### src/rtl/abs_diff_sad.sv
// abs_diff_sad: streaming |a-b| with per-frame sum and max over LEN samples.
// A valid/ready input stage feeds a one-pair difference register (stage 1).
// Stage 2 accumulates the sum and tracks the maximum. Each result is held
// in HOLD until the consumer takes it.
// Optional feature macro: ABS_DIFF_SAD_APPROX_EN builds the LSB-truncated
// approximate path and the per-frame mode latch. Without it, only the exact
// difference is built and out_mode is tied to 0.
module abs_diff_sad #(
  parameter  int unsigned W     = 8,
  parameter  int unsigned LEN   = 16,
  parameter  int unsigned L     = 2,
  localparam int unsigned ACC_W = W + $clog2(LEN)
) (
  input  logic             clk,
  input  logic             rst_n,
  input  logic             in_valid,
  output logic             in_ready,
  input  logic [W-1:0]     in_a,
  input  logic [W-1:0]     in_b,
  input  logic             mode,
  output logic             out_valid,
  input  logic             out_ready,
  output logic [ACC_W-1:0] out_sum,
  output logic [W-1:0]     out_max,
  output logic             out_mode
);

  localparam int unsigned CNT_W = $clog2(LEN + 1);
  localparam logic [CNT_W-1:0] CNT_LEN  = CNT_W'(LEN);
  localparam logic [CNT_W-1:0] CNT_LAST = CNT_W'(LEN - 1);

  typedef enum logic [0:0] {
    ACCUM = 1'b0,
    HOLD  = 1'b1
  } state_t;

  state_t             state_q, state_d;
  logic [CNT_W-1:0]   in_cnt_q, in_cnt_d;
  logic [CNT_W-1:0]   acc_cnt_q, acc_cnt_d;
  logic [W-1:0]       d1_q, d1_d;
  logic               d1_v_q, d1_v_d;
  logic [ACC_W-1:0]   acc_q, acc_d;
  logic [W-1:0]       max_q, max_d;
  logic               in_ready_q, in_ready_d;
  logic               out_valid_q, out_valid_d;
  logic [ACC_W-1:0]   out_sum_q, out_sum_d;
  logic [W-1:0]       out_max_q, out_max_d;

  logic               accept_c;
  logic [W-1:0]       d_exact_c;
  logic [W-1:0]       d_c;

  assign accept_c = in_valid && in_ready_q;

  // Exact absolute difference of the incoming pair
  always_comb begin
    d_exact_c = (in_a >= in_b) ? (in_a - in_b) : (in_b - in_a);
  end

`ifdef ABS_DIFF_SAD_APPROX_EN
  logic               mode_lat_q, mode_lat_d;
  logic               out_mode_q, out_mode_d;
  logic               eff_mode_c;
  logic [W-1:0]       a_t_c, b_t_c, d_t_c;

  // Approximate difference on truncated operands; the first pair of a frame
  // uses the live mode, later pairs use the latched frame mode
  always_comb begin
    a_t_c      = in_a >> L;
    b_t_c      = in_b >> L;
    d_t_c      = (a_t_c >= b_t_c) ? (a_t_c - b_t_c) : (b_t_c - a_t_c);
    eff_mode_c = (in_cnt_q == '0) ? mode : mode_lat_q;
    d_c        = eff_mode_c ? (d_t_c << L) : d_exact_c;
  end

  // Frame mode latch and output mode register
  always_comb begin
    mode_lat_d = mode_lat_q;
    out_mode_d = out_mode_q;
    if (accept_c && (in_cnt_q == '0)) begin
      mode_lat_d = mode;
    end
    if ((state_q == ACCUM) && d1_v_q && (acc_cnt_q == CNT_LAST)) begin
      out_mode_d = mode_lat_q;
    end
  end

  // Mode state registers
  always_ff @(posedge clk or negedge rst_n) begin
    if (!rst_n) begin
      mode_lat_q <= 1'b0;
      out_mode_q <= 1'b0;
    end else begin
      mode_lat_q <= mode_lat_d;
      out_mode_q <= out_mode_d;
    end
  end

  assign out_mode = out_mode_q;
`else
  logic unused_c;

  // Exact-only build: mode and the truncation width have no effect
  always_comb begin
    d_c      = d_exact_c;
    unused_c = ^{mode, 1'(L)};
  end

  assign out_mode = 1'b0;
`endif

  // Next-state: stage 1 capture, stage 2 accumulate, frame FSM
  always_comb begin
    state_d     = state_q;
    in_cnt_d    = in_cnt_q;
    acc_cnt_d   = acc_cnt_q;
    d1_d        = d1_q;
    d1_v_d      = accept_c;
    acc_d       = acc_q;
    max_d       = max_q;
    out_valid_d = out_valid_q;
    out_sum_d   = out_sum_q;
    out_max_d   = out_max_q;

    if (accept_c) begin
      d1_d     = d_c;
      in_cnt_d = in_cnt_q + CNT_W'(1);
    end

    case (state_q)
      ACCUM: begin
        if (d1_v_q) begin
          acc_d     = acc_q + ACC_W'(d1_q);
          max_d     = (d1_q > max_q) ? d1_q : max_q;
          acc_cnt_d = acc_cnt_q + CNT_W'(1);
          if (acc_cnt_q == CNT_LAST) begin
            out_sum_d   = acc_d;
            out_max_d   = max_d;
            out_valid_d = 1'b1;
            state_d     = HOLD;
          end
        end
      end
      HOLD: begin
        if (out_valid_q && out_ready) begin
          out_valid_d = 1'b0;
          acc_d       = '0;
          max_d       = '0;
          in_cnt_d    = '0;
          acc_cnt_d   = '0;
          state_d     = ACCUM;
        end
      end
      default: state_d = ACCUM;
    endcase

    // Registered ready: equals the ACCUM/not-full condition of the current state
    in_ready_d = (state_d == ACCUM) && (in_cnt_d != CNT_LEN);
  end

  // State registers
  always_ff @(posedge clk or negedge rst_n) begin
    if (!rst_n) begin
      state_q     <= ACCUM;
      in_cnt_q    <= '0;
      acc_cnt_q   <= '0;
      d1_q        <= '0;
      d1_v_q      <= 1'b0;
      acc_q       <= '0;
      max_q       <= '0;
      in_ready_q  <= 1'b0;
      out_valid_q <= 1'b0;
      out_sum_q   <= '0;
      out_max_q   <= '0;
    end else begin
      state_q     <= state_d;
      in_cnt_q    <= in_cnt_d;
      acc_cnt_q   <= acc_cnt_d;
      d1_q        <= d1_d;
      d1_v_q      <= d1_v_d;
      acc_q       <= acc_d;
      max_q       <= max_d;
      in_ready_q  <= in_ready_d;
      out_valid_q <= out_valid_d;
      out_sum_q   <= out_sum_d;
      out_max_q   <= out_max_d;
    end
  end

  assign in_ready  = in_ready_q;
  assign out_valid = out_valid_q;
  assign out_sum   = out_sum_q;
  assign out_max   = out_max_q;

endmodule

### config.mk
export PLATFORM = sky130hd
export DESIGN_NAME = abs_diff_sad
export DESIGN_NICKNAME = d
export VERILOG_FILES = /design/src/rtl/abs_diff_sad.sv
export SDC_FILE = /design/constraint.sdc
export NUM_CORES = 1
export LEC_CHECK = 0
export CAP_MARGIN = 20
export CORE_ASPECT_RATIO = 1.2
export CORE_MARGIN = 5
export CORE_UTILIZATION = 55
export DETAILED_ROUTE_END_ITERATION = 8
export MAX_ROUTING_LAYER = met4
export PLACE_DENSITY = 0.83
export SLEW_MARGIN = 20
export SYNTH_ARGS = -nofsm -noshare
export SYNTH_HDL_FRONTEND = slang
export SYNTH_SLANG_ARGS = --single-unit
export TNS_END_PERCENT = 100
### constraint.sdc
create_clock -name clk -period 2.8 [get_ports clk]
set_input_delay 0.56 -clock clk [delete_from_list [all_inputs] [get_ports clk]]
set_output_delay 0.56 -clock clk [all_outputs]
set_load 0.1 [all_outputs]
==> results.py <==
metrics = {
    "place": {
        "io_buffers": 41,
        "hpwl_mm": 6.14,
        "finalWeightedCongestion": 0.877,
        "dpl_cell_area_sq_um": 4430,
    },
    "clock_network": {
        "path_clk_slew_ns": 0.06,
        "cts.path.max_buffers": 2,
        "cts_setup_buffers": 0,
        "cts_tree": "done",
        "cts_root_buf": "clkbuf_8",
        "cts-buffers-inserted": 9,
        "htree_levels": 3,
        "clock_sinks": 62,
        "clkLatencyLatePin_ns": 0.34,
    },
    "die": {
        "die_w_um": 86.5,
        "die-area_sq_um": 8810,
        "core_sq_um": 6850,
        "die_h_um": 102,
        "rows": 33,
        "start_util_pct": 56.4,
        "io_pins": 44,
    },
    "setup_path": {
        "crit-reg2reg-launch": "d1_q[1]",
        "path_delay_family": "simple AND/OR/NAND/NOR gates",
        "r2r_setup_slack_ns": 0.36,
        "crit_start": "in_a[0]",
        "regToRegEndpoint": "max_q[7]",
        "worst_ep_arrival_time_ns": 2.95,
        "critPathBufInv": 2,
        "crit_type": "primary input to flip-flop",
        "endpoint": "d1_q[6]",
        "critPathLaunchType": "primary input",
        "cp_slowest_stage_delay_ns": 0.47,
        "path_cells": "clkdlybuf4s50_1 -> inv_1 -> ha_1 -> fa_1 -> nand3b_1 -> nand4_2 -> a221oi_2 -> nor3b_2 -> or4_1 -> nand3_1",
        "critPathSlowestCell": "clkdlybuf4s50_1",
        "critPathRequiredTime_ns": 3.07,
        "cp-end-kind": "flip-flop",
        "crit_cells": 10,
        "critPathMaxFanout": 5,
        "reg2regPathDepth": 7,
    },
    "sta": {
        "period_share_pct": 95.6,
        "setup_viol": 0,
        "maxSlewViolCount": 0,
        "hold_viol": 0,
        "fmax_mhz": 374,
        "relSlewSlack_pct": 36.9,
        "skew_ns": 0.00609,
        "worst_pin_slew_ns": 0.947,
        "rsz0062_at_grt": "false",
        "fin_crit_ns": 2.68,
        "hold_ws_ns": 0.255,
    },
    "layout": {
        "diodes": 0,
        "nets": 534,
        "areaGrowthSynthToFinish_pct": 20.7,
        "fin_util_pct": 68.0,
        "drive_above_1_share_pct": 15.6,
        "final-seq-area_sq_um": 1550,
        "multi_input_area_sq_um": 2110,
        "nFillCells": 538,
        "final_area_sq_um": 4660,
    },
    "drt": {
        "via_count": 3199,
        "drc": 0,
        "drtIter0Drc": 235,
        "drt_pass1_iterations": 5,
        "ant_nets": 0,
        "routed_wl_mm": 8.31,
        "viasPerCell": 5.63,
        "wire_per_inst_um": 14.6,
    },
    "grt": {
        "grt_overflow": 0,
        "grt_pass1_wl_mm": 13.9,
        "grt_max_degree": 35,
        "track_usage_pct": 20.5,
        "grt_pass1_vias": 3099,
        "antenna_found_initial": 0,
    },
    "yosys": {
        "yosys_warnings": 0,
        "seq_area_frac_synth_pct": 40.2,
        "synth.distinct_cells": 53,
        "synth_top_cell_area_share_pct": 40.2,
        "syn_inst": 413,
        "ys.flop_type": "dfrtp_1",
        "synth_top_area_cell": "dfrtp_1",
        "ys_seq_elements": 62,
        "async_flop_share_pct": 100,
        "synth_area_leaders": "dfrtp_1 40%, ha_1 11%, nand2_1 4.2%",
        "synth_nets": 471,
        "syn_avg_cell_area_sq_um": 9.35,
        "synth.most_common_cell": "dfrtp_1",
        "synth.cell_area_sq_um": 3860,
        "synth_commonest_cells": "62 x dfrtp_1, 43 x nand2_1, 34 x ha_1, 32 x inv_1",
        "synth_edf_count": 0,
    },
    "power_and_ir_drop": {
        "powerDensity_nw_per_um2": 1140,
        "vdd_ir_drop_max_uv": 695,
        "p_leak_nw": 2.29,
        "power.total_mw": 5.30,
    },
    "job": {
        "max-cap-violations": 0,
    },
    "status": {
        "status": "completed",
    },
    "hold_path": {
        "min_path_type": "primary input to asynchronous set/reset pin",
    },
}
cell usage in the layout, fill, tap and decap left out, types with 9 or more instances in the layout:
cell	instances
xor2_1	10
clkdlybuf4s50_1	18
o21ai_0	28
o21ai_1	14
nor2_1	28
nand3_1	25
a21o_1	9
ha_1	34
a21oi_1	17
inv_1	32
dfrtp_1	62
nand2_1	43
buf_4	47
clkbuf_8	10
worst register-to-register path, stage by stage, from the launching register on:
cell	delay, ns
dfrtp_1	0.43
ha_1	0.32
nor2b_1	0.13
o21a_1	0.16
o21a_1	0.18
o21a_1	0.27
o21ai_2	0.45
mux2_1	0.38
registers in the layout (all words and copies together) (netlist names):
| signal | flops |
|---|---|
| out_max | 8 |
| max_q | 8 |
| out_valid | 1 |
| acc_q | 12 |
| acc_cnt_q | 5 |
| d1_v_q | 1 |
| state_q | 1 |
| in_ready | 1 |
| out_sum | 12 |
| d1_q | 8 |
| in_cnt_q | 5 |
how the worst min path moves through the flow:
stage | startpoint | to | slack, ns
after floorplan | rst_n | acc_cnt_q[0] | 0.26
after global placement | out_sum[1] | out_sum[1] | 0.46
after detailed placement | out_sum[4] | out_sum[4] | 0.47
after CTS | rst_n | out_sum[10] | 0.26
after global routing | rst_n | out_max[2] | 0.31
final | rst_n | out_max[2] | 0.26
cell families after synthesis:
group,synth area share (%)
xor gates and xnor gates,4.08
adders and majority gates,12.6
and+or+nand+nor,16.4
buffers and inverters,5.60
DFF,40.2
AOI/OAI and AO/OA,17.3
muxes,3.82
other,0.0971
through the flow:
| stage | setup TNS [ns] | worst slack (ns) | cells |
|---|---|---|---|
| final | 0 | 0.124 | 568 |
| after global routing | 0 | 0.0295 | 568 |
| after CTS | 0 | 0.102 | 567 |
| after detailed placement | -1.36 | -0.242 | 551 |
| after global placement | -0.988 | -0.193 | 551 |
| after floorplan | 0 | 0.393 | 413 |
timing repair:
action / in CTS / in global routing
endpoints found under the setup margin: 0 / 3
resized for setup: 0 / 0
hold buffers: 0 / 0
routing by layer:
metal  up-vias  track usage, %  share of wire [%]
met3        13            3.74                5.4
met2       104            35.2                 52
li1       1572               -                  -
met1      1510            24.0                 41
met5         -               -                  0
met4         0            6.83                1.5
layout make-up:
type | count | area share (%)
Clock buffer | 12 | 3.11
Multi-Input combinational cell | 304 | 45.2
Clock inverter | 4 | 1.50
Inverter | 32 | 2.58
Sequential cell | 62 | 33.3
Timing Repair Buffer | 67 | 12.0
Tap cell | 87 | 2.33
power by group:
group          leakage [nW]  switching (mW)  total [mW]  internal (mW)
clock network         0.110           0.331       0.854          0.523
registers             0.801           0.310        1.56           1.25
logic                  1.38            1.90        2.88          0.975
Note: power is estimated with default switching activity, not from simulation.
